## src/rtl/led7219_pkg.sv

```systemverilog
// Shared types and helpers for the MAX7219 frame arbiter.
// Byte n of the 256-bit frame lives at bits [255-8n -: 8].
package led7219_pkg;

    localparam int LED_FRAME_BYTES = 32;
    localparam int LED_FRAME_BITS  = 256;

    typedef enum logic [1:0] {
        ST_IDLE,
        ST_OWN0,
        ST_OWN1,
        ST_WAIT_SWAP
    } arb_state_t;

    localparam logic [1:0] OWNER_NONE = 2'b00;
    localparam logic [1:0] OWNER_REQ0 = 2'b01;
    localparam logic [1:0] OWNER_REQ1 = 2'b10;

    // MSB position of byte lane n inside the frame
    function automatic logic [7:0] byte_msb(input logic [4:0] n);
        return 8'(LED_FRAME_BITS - 1 - 8 * int'(n));
    endfunction

endpackage

```

## src/rtl/led7219_rr_grant.sv

```systemverilog
// Two-input round-robin grant. The registered pointer names the requester
// that wins a tie; it moves to the other requester when the current owner
// releases the lock.
module led7219_rr_grant (
    input  logic clk,
    input  logic rst_n,
    input  logic req0,
    input  logic req1,
    input  logic release_en,
    input  logic release_id,   // 0: req0 released, 1: req1 released
    output logic gnt0,
    output logic gnt1
);

    logic ptr;                 // 0: req0 preferred, 1: req1 preferred

    // Pointer hands priority to the requester that did not just release
    always_ff @(posedge clk or negedge rst_n) begin
        if (!rst_n)
            ptr <= 1'b0;
        else if (release_en)
            ptr <= ~release_id;
    end

    // A lone requester always wins; a tie goes to the pointer
    always_comb begin
        gnt0 = req0 & (~req1 | ~ptr);
        gnt1 = req1 & (~req0 |  ptr);
    end

endmodule

```

## src/rtl/led7219_frame_arb.sv

```systemverilog
// Double-buffered LED frame shared by two byte-writing requesters.
// Requesters lock the back buffer, write bytes, then commit; the back buffer
// is copied to the front only after the front has been stable for a full
// driver refresh, so the chain never shows a torn frame.
// Optional: define LED_ARB_TIMEOUT_EN to revoke a lock after TIMEOUT_CYCLES
// idle cycles, discarding the partial update.
module led7219_frame_arb
    import led7219_pkg::*;
#(
    parameter int REFRESH_CYCLES = 52992
`ifdef LED_ARB_TIMEOUT_EN
    ,
    parameter int TIMEOUT_CYCLES = 4096
`endif
) (
    input  logic         clk,
    input  logic         rst_n,
    input  logic         req0_valid,
    output logic         req0_ready,
    input  logic [4:0]   req0_addr,
    input  logic [7:0]   req0_data,
    input  logic         req0_commit,
    input  logic         req1_valid,
    output logic         req1_ready,
    input  logic [4:0]   req1_addr,
    input  logic [7:0]   req1_data,
    input  logic         req1_commit,
    output logic [255:0] frame_out,
    output logic [1:0]   owner,
    output logic         swap_pulse
);

    localparam int HOLD_W = $clog2(REFRESH_CYCLES + 1);

    arb_state_t                state, state_nxt;
    logic [1:0]                owner_q, owner_nxt;
    logic [LED_FRAME_BITS-1:0] back, front;
    logic [HOLD_W-1:0]         hold_cnt;
    logic                      hold_sat;
    logic                      gnt0, gnt1;
    logic                      wr_en;
    logic [4:0]                wr_addr;
    logic [7:0]                wr_data;
    logic                      do_swap;
    logic                      rel_en;
    logic                      revert;

    assign hold_sat  = (hold_cnt == HOLD_W'(REFRESH_CYCLES));
    assign frame_out = front;
    assign owner     = owner_q;

    led7219_rr_grant u_grant (
        .clk        (clk),
        .rst_n      (rst_n),
        .req0       (req0_valid),
        .req1       (req1_valid),
        .release_en (rel_en),
        .release_id (owner_q[1]),
        .gnt0       (gnt0),
        .gnt1       (gnt1)
    );

`ifdef LED_ARB_TIMEOUT_EN
    localparam int IDLE_W = $clog2(TIMEOUT_CYCLES + 1);
    logic [IDLE_W-1:0] idle_cnt;
    logic              owner_idle;

    assign owner_idle = (state == ST_OWN0 && !req0_valid) ||
                        (state == ST_OWN1 && !req1_valid);

    // Counts consecutive owner-idle cycles; any accepted transfer clears it
    always_ff @(posedge clk or negedge rst_n) begin
        if (!rst_n)
            idle_cnt <= '0;
        else if (owner_idle && !revert)
            idle_cnt <= idle_cnt + 1'b1;
        else
            idle_cnt <= '0;
    end
`endif

    // Next-state, handshake and buffer-control decode
    always_comb begin
        state_nxt  = state;
        owner_nxt  = owner_q;
        req0_ready = 1'b0;
        req1_ready = 1'b0;
        wr_en      = 1'b0;
        wr_addr    = req0_addr;
        wr_data    = req0_data;
        do_swap    = 1'b0;
        rel_en     = 1'b0;
        revert     = 1'b0;
        case (state)
            ST_IDLE: begin
                req0_ready = gnt0;
                req1_ready = gnt1;
                if (gnt0) begin
                    wr_en     = 1'b1;
                    owner_nxt = OWNER_REQ0;
                    state_nxt = req0_commit ? ST_WAIT_SWAP : ST_OWN0;
                end else if (gnt1) begin
                    wr_en     = 1'b1;
                    wr_addr   = req1_addr;
                    wr_data   = req1_data;
                    owner_nxt = OWNER_REQ1;
                    state_nxt = req1_commit ? ST_WAIT_SWAP : ST_OWN1;
                end
            end
            ST_OWN0: begin
                req0_ready = 1'b1;
                if (req0_valid) begin
                    wr_en = 1'b1;
                    if (req0_commit)
                        state_nxt = ST_WAIT_SWAP;
                end
`ifdef LED_ARB_TIMEOUT_EN
                else if (idle_cnt == IDLE_W'(TIMEOUT_CYCLES - 1)) begin
                    revert    = 1'b1;
                    rel_en    = 1'b1;
                    owner_nxt = OWNER_NONE;
                    state_nxt = ST_IDLE;
                end
`endif
            end
            ST_OWN1: begin
                req1_ready = 1'b1;
                wr_addr    = req1_addr;
                wr_data    = req1_data;
                if (req1_valid) begin
                    wr_en = 1'b1;
                    if (req1_commit)
                        state_nxt = ST_WAIT_SWAP;
                end
`ifdef LED_ARB_TIMEOUT_EN
                else if (idle_cnt == IDLE_W'(TIMEOUT_CYCLES - 1)) begin
                    revert    = 1'b1;
                    rel_en    = 1'b1;
                    owner_nxt = OWNER_NONE;
                    state_nxt = ST_IDLE;
                end
`endif
            end
            ST_WAIT_SWAP: begin
                if (hold_sat) begin
                    do_swap   = 1'b1;
                    rel_en    = 1'b1;
                    owner_nxt = OWNER_NONE;
                    state_nxt = ST_IDLE;
                end
            end
            default: state_nxt = ST_IDLE;
        endcase
    end

    // State, ownership and swap strobe registers
    always_ff @(posedge clk or negedge rst_n) begin
        if (!rst_n) begin
            state      <= ST_IDLE;
            owner_q    <= OWNER_NONE;
            swap_pulse <= 1'b0;
        end else begin
            state      <= state_nxt;
            owner_q    <= owner_nxt;
            swap_pulse <= do_swap;
        end
    end

    // Front-frame age: saturates at one refresh period, restarts on a swap
    always_ff @(posedge clk or negedge rst_n) begin
        if (!rst_n)
            hold_cnt <= '0;
        else if (do_swap)
            hold_cnt <= '0;
        else if (!hold_sat)
            hold_cnt <= hold_cnt + 1'b1;
    end

    // Back buffer takes byte writes (or is restored); front copies back on swap
    always_ff @(posedge clk or negedge rst_n) begin
        if (!rst_n) begin
            back  <= '0;
            front <= '0;
        end else begin
            if (do_swap)
                front <= back;
            if (revert)
                back <= front;
            else if (wr_en)
                back[byte_msb(wr_addr) -: 8] <= wr_data;
        end
    end

endmodule
```

## config.mk

```make
export PLATFORM = sky130hd
export DESIGN_NAME = led7219_frame_arb
export DESIGN_NICKNAME = d
export VERILOG_FILES = /design/src/rtl/led7219_pkg.sv /design/src/rtl/led7219_rr_grant.sv /design/src/rtl/led7219_frame_arb.sv
export SDC_FILE = /design/constraint.sdc
export NUM_CORES = 1
export LEC_CHECK = 0
export BUFFER_PORTS_ARGS = -buffer_cell sky130_fd_sc_hd__buf_2
export CORE_MARGIN = 8
export CORE_UTILIZATION = 28
export DETAILED_ROUTE_END_ITERATION = 8
export REMOVE_ABC_BUFFERS = 1
export SLEW_MARGIN = 40
export SYNTH_ARGS = -nofsm -noshare
export SYNTH_HDL_FRONTEND = slang
export SYNTH_HIERARCHICAL = 1
export SYNTH_SLANG_ARGS = --single-unit
```

## constraint.sdc

```tcl
create_clock -name clk -period 7.4 [get_ports clk]
set_input_delay 0.74 -clock clk [delete_from_list [all_inputs] [get_ports clk]]
set_output_delay 0.74 -clock clk [all_outputs]
set_load 0.01 [all_outputs]
```

; ---- Yosys cells after proc, flatten, opt, wreduce, memory -nomap -nowiden
; Cells that the tools add are included.
[word_totals]
input_bits = 32
wordCells = 66
regBits = 534
[classes]
addsub = 3
shifts = 2
n_eq_ne = 11
muxes = 31
bitwise = 8
reduce_logical = 4
[op_table]
columns = operator, count
row1 = "8-bit by 10-bit variable shift with 263-bit output, first input constant", 1
row2 = 8-bit by 10-bit indexed part select with 263-bit output, 1
row3 = 256-bit bitwise mux, 1
row4 = 16-bit 2-to-1 mux, 2
row5 = 2-bit 2-to-1 mux, 10
row6 = "16-bit by 1-bit adder with 16-bit output, second input constant", 1
row7 = "16-bit == test, second input constant", 1
row8 = 8-bit 2-to-1 mux, 2
row9 = 8-bit one-hot mux with 2 select lines, 1
row10 = 5-bit 2-to-1 mux, 2
row11 = "2-bit inequality test, second input constant", 5
row12 = 8-bit negator with 10-bit output, 1
row13 = 5-bit one-hot mux with 2 select lines, 1
row14 = 2-bit one-hot mux with 4 select lines, 1
row15 = "8-bit subtractor, first input constant", 1
row16 = 1-bit 2-to-1 mux, 7
row17 = 6-bit AND reduction, 1
row18 = "2-bit == test, second input constant", 2
row19 = 1-bit NOT, 4
row20 = 1-bit one-hot mux with 2 select lines, 2
row21 = 2-bit one-hot mux with 2 select lines, 1
row22 = "3-bit inequality test, second input constant", 1
row23 = 1-bit one-hot mux with 3 select lines, 1
row24 = 3-bit AND reduction, 1
row25 = other kinds (6), 8

; ---- Logic depth before layout (Yosys ltp)
[depth]
ltp_word = 10
ltp_mapped = 12
ltp_nobuf = 8

; ---- By module
; The synthesis kept the hierarchy.
[by_module_without_submodules]
columns = module, seq_area_each_um2, n_inst, area_per_inst_um2, cells_per_inst
row1 = led7219_frame_arb, 13337.8, 1, 21007.6, 1871
row2 = led7219_rr_grant, 25.0, 1, 52.6, 6

; ---- Worst setup path after synthesis
; OpenSTA, ideal clock, no wires.
[synth_path]
path_kind = input-to-reg
startpoint = input req0_valid
endpoint = register back[120]
path_slack_ps = 4259
stages = 9
n_path_buf = 2
t_arrival_ps = 3016
setup_time_ps = 125
cell_sequence = a21boi_0 -> and2b_4 -> a32oi_1 -> nand2_1 -> buf_6 -> or3_1 -> buf_6 -> nor3_4 -> mux2_4
[synth_via]
elab_chain_cells = 10
elab_cells_between_ends = 19
classes_between = add/sub: 2 / shift: 2 / mux: 11 / bitwise: 4
[synth_lines]
columns = item, line_no
row1 = from (decl), led7219_frame_arb.sv:18  ; input logic req0_valid,
row2 = 1-bit NOT, led7219_rr_grant.sv:28  ; gnt1 = req1 & (~req0 | ptr);
row3 = 1-bit OR, led7219_rr_grant.sv:28
row4 = 1-bit AND, led7219_rr_grant.sv:28
row5 = 5-bit 2-to-1 mux, led7219_frame_arb.sv:102  ; end else if (gnt1) begin
row6 = 5-bit 2-to-1 mux, led7219_frame_arb.sv:98  ; if (gnt0) begin
row7 = 5-bit one-hot mux with 2 select lines, led7219_frame_arb.sv:94  ; case (state)
row8 = 8-bit subtractor, led7219_pkg.sv:21  ; return 8'(LED_FRAME_BITS - 1 - 8 * int'(n));
row9 = 8-bit negator with 10-bit output, led7219_frame_arb.sv:190  ; back[byte_msb(wr_addr) -: 8] <= wr_data;
row10 = 8-bit by 10-bit indexed part select with 263-bit output or 8-bit by 10-bit variable shift with 263-bit output (tied branches), led7219_frame_arb.sv:190
row11 = 256-bit bitwise mux, led7219_frame_arb.sv:190
row12 = to (signal assigned), led7219_frame_arb.sv:188  ; back <= front;
row13 = "to (signal, indexed assignment)", led7219_frame_arb.sv:190
row14 = to (decl), led7219_frame_arb.sv:37  ; logic [LED_FRAME_BITS-1:0] back, front;
; Several ways; a longest one is shown, not always the timed one.
; A chain may end at the register's enable or synchronous reset.

; ---- Final worst setup path
[layout_path]
startpoint = register state[0]
endpoint = register back[119]
[layout_via]
elab_chain_cells = 6
elab_cells_between_ends = 11
classes_between = add/sub: 2 / eq/ne: 2 / shift: 2 / mux: 4 / reduce/logical: 1
[layout_lines]
columns = item, line_no
row1 = from (decl), led7219_frame_arb.sv:35  ; arb_state_t state, state_nxt;
row2 = from (signal assigned), led7219_frame_arb.sv:163  ; state <= state_nxt;
row3 = 2-bit == test or 2-bit zero test (tied branches), led7219_frame_arb.sv:94
row4 = 5-bit one-hot mux with 2 select lines, led7219_frame_arb.sv:94
row5 = 8-bit subtractor, led7219_pkg.sv:21
row6 = 8-bit negator with 10-bit output, led7219_frame_arb.sv:190
row7 = 8-bit by 10-bit indexed part select with 263-bit output or 8-bit by 10-bit variable shift with 263-bit output (tied branches), led7219_frame_arb.sv:190
row8 = 256-bit bitwise mux, led7219_frame_arb.sv:190
; Several ways; a longest one is shown, not always the timed one.

==> metrics.cfg <==
[drt]
detail-route-antenna-nets = 0
vias_per_cell = 4.555
wire_per_inst_um = 18.97
wl_met3_um = 3642
firstDrtPassIters = 6
vias = 14420
totalWireLength_um = 60050
wl_met2_um = 29150
wl_met1_um = 25620
drt_iter0_drc = 677
top_layer_used = met5
drc = 0

[timing]
relSlewSlack = 0.4487
finalCriticalPeriod_ns = 3.978
worst_slew_pin_slew_ns = 0.8225
skew_ns = 0.03387
setup_viol = 0
finalCritPeriodShare = 0.5376
grt_setup_unrepaired = false
drv_slew = 0
timing.fmax_mhz = 251.4
hold_viol = 0

[worst_setup_path]
cp_max_fo = 17
crit_chain = inv_1 > ha_1 > nor2_2 > nand2_1 > and4_1 > nor4_2 > nor2b_1 > mux2_2
slowest_delay_ns = 0.70
cp_data_arrival_time_ns = 4.46
critPathRequiredTime_ns = 7.88
cp_num_buf_inv = 1
cp_top_family = simple AND/OR/NAND/NOR gates
critPathKind = flop to flop
startpoint_type = flop
slowest_stage = nor2b_1
worstSetupEndpointType = flop

[cts]
cts_made_buffers = 57
cts_buffer_depth = 3
clkTransAtPathRegs_ns = 0.06
cts_tree = done
cts_resized = 0
h-tree-depth = 2
cts_root_buffer = clkbuf_16
post_cts.repair.setup_buffers = 0
hold_buffers = 0
clock_latency_ns = 0.62
cts.sinks = 534

[global_route]
grt_usage = 0.1390
globalRoute.totalOverflow = 0
grt_first_pass_wirelength_um = 93060
grt_max_degree = 111
first_global_vias = 15510
antenna_found_initial = 11

[layout]
nFillCells = 7400
post-route-util = 0.3447
drive_above_1_share = 0.3163
syn_to_final_growth_pct = 21.86
layout.nets = 2182
fin_cells = 3165

[floorplan]
core_area_um2 = 74450
initial_core_util = 0.2829
rows = 100
io_pins = 293
dieArea_um2 = 84250
fp.dieH_um = 290.3
die_x_um = 290.3

[yosys]
synth_edf_count = 0
ys_ff_latch = 534
syn_inst = 1877
syn_area_per_cell_um2 = 11.22
yosysWarnings = 6
yosys_most_used_dff = dfrtp_1
ys_async_sr_fraction = 1.000
netlist_area_um2 = 21060
synth.most_common_cell = nand2_1
yosys-top-cells-area = dfrtp_1 63%, nand2_1 15%, mux2_2 12%
seq_area_frac_synth = 0.6345
synth_common_cells = 817 x nand2_1, 534 x dfrtp_1, 221 x mux2_2
ys_types = 52
yosysTopAreaCell = dfrtp_1
synth_top_area_frac = 0.6345

[power_and_ir_drop]
p_leak_uw = 0.01397
p_total_uw = 8867
p_per_area_nw_per_um2 = 345.5
power_frac_clock = 0.347
p_seq_frac = 0.436
ir_worst_vdd_mv = 0.2069
power_frac_comb = 0.217
p_switching_uw = 2744
netSwitchingFraction = 0.3095
internal-power_uw = 6123

[placed_design]
gp_congestion = 0.7862
io_buffers = 292
hpwl_um = 39440
dp_cells = 3053

[status]
run_status = finished, final reports clean

[run]
drv_cap = 0

[hold_path]
hp-class = input pin to asynchronous set/reset pin

## per-stage QoR
stage | setup TNS (ns) | instance area, um^2 | setup slack [ns] | hold slack (ns)
final | 0 | 25660 | 3.422 | 0.05236
after global routing | 0 | 25650 | 3.169 | 0.05085
after CTS | 0 | 25610 | 3.424 | 0.1888
after detailed placement | 0 | 23580 | 3.213 | 0.4497
after global placement | 0 | 23460 | 3.347 | 0.4472
after floorplan | -1039.21 | 20630 | -4.196 | 0.4387
## flip-flops by register name, summed over array words and instances (netlist names)
| register | count |
|---|---|
| back | 256 |
| frame_out | 256 |
| hold_cnt | 16 |
| owner | 2 |
| state | 2 |
| swap_pulse | 1 |
| u_grant/ptr | 1 |
## power by group through the flow
stage                     registers, uW  logic, uW  clock network (uW)
final                              3860       1930                3080
after global routing               3940       2090                3270
after CTS                          3860       1990                3160
after detailed placement           3910       1990                   0
after global placement             3880       1870                   0
after floorplan                    3800       1170                   0
## final timing paths
| path | from | to | slack (ns) | cells past startpoint |
|---|---|---|---|---|
| worst max-delay path | state[0] | back[119] | 3.42 | 8 |
| worst min-delay path | rst_n | frame_out[188] | 0.05 | 1 |
| worst max register to register | state[0] | back[119] | 3.42 | 8 |
| worst min register to register | frame_out[255] | frame_out[255] | 0.46 | 2 |
| max in group asynchronous | rst_n | back[143] | 5.66 | 4 |
| min in group clk | req1_commit | state[0] | 0.46 | 3 |
## routing by layer
metal,up-vias,track usage
li1,6623,-
met1,7320,0.1718
met2,350,0.2358
met3,117,0.03902
met4,8,0.04029
met5,-,0
## cells in the final DEF (no fill, tap or decap), types with 4 or more instances in the layout
| master | netlist | final |
|---|---|---|
| a21oi_1 | 10 | 9 |
| a221o_4 | 0 | 4 |
| and3_1 | 4 | 4 |
| and4_1 | 5 | 5 |
| buf_2 | 9 | 291 |
| buf_4 | 0 | 7 |
| bufinv_16 | 0 | 10 |
| clkbuf_1 | 83 | 7 |
| clkbuf_16 | 0 | 57 |
| clkbuf_8 | 0 | 7 |
| clkinv_2 | 0 | 11 |
| clkinvlp_4 | 0 | 7 |
| dfrtp_1 | 534 | 534 |
| diode_2 | 0 | 5 |
| ha_1 | 6 | 6 |
| inv_1 | 8 | 8 |
| inv_6 | 0 | 4 |
| mux2_1 | 11 | 11 |
| mux2_2 | 221 | 221 |
| mux2_4 | 24 | 24 |
| mux2i_1 | 5 | 5 |
| nand2_1 | 817 | 817 |
| nand3_1 | 26 | 26 |
| nand4_1 | 11 | 11 |
| nor2_1 | 15 | 12 |
| nor2_2 | 4 | 7 |
| nor2_4 | 4 | 4 |
| nor3_4 | 4 | 6 |
| o21ai_0 | 12 | 11 |
| xnor2_1 | 5 | 5 |
## cells by family (layout without fill, tap and decap cells)
group	count (synthesis)	in the layout	synth area share
compound gates	41	41	0.01319
xor+xnor	7	7	0.002911
fa+ha+maj	6	6	0.003565
buf+inv	108	422	0.02192
flops	534	534	0.6345
mux	261	261	0.1435
other cells	0	5	0
simple gates	920	920	0.1804
## final cells by class
cell class	count	area, um^2	area share
Sequential cell	534	13360	0.5207
Multi-Input combinational cell	1235	7326	0.2854
Timing Repair Buffer	307	1680	0.06547
Clock buffer	71	1549	0.06036
Tap cell	969	1212	0.04724
Clock inverter	35	480.5	0.01872
Inverter	9	41.29	0.001609
Antenna cell	5	12.51	0.0004875
Power figures use the tool's default switching activity.
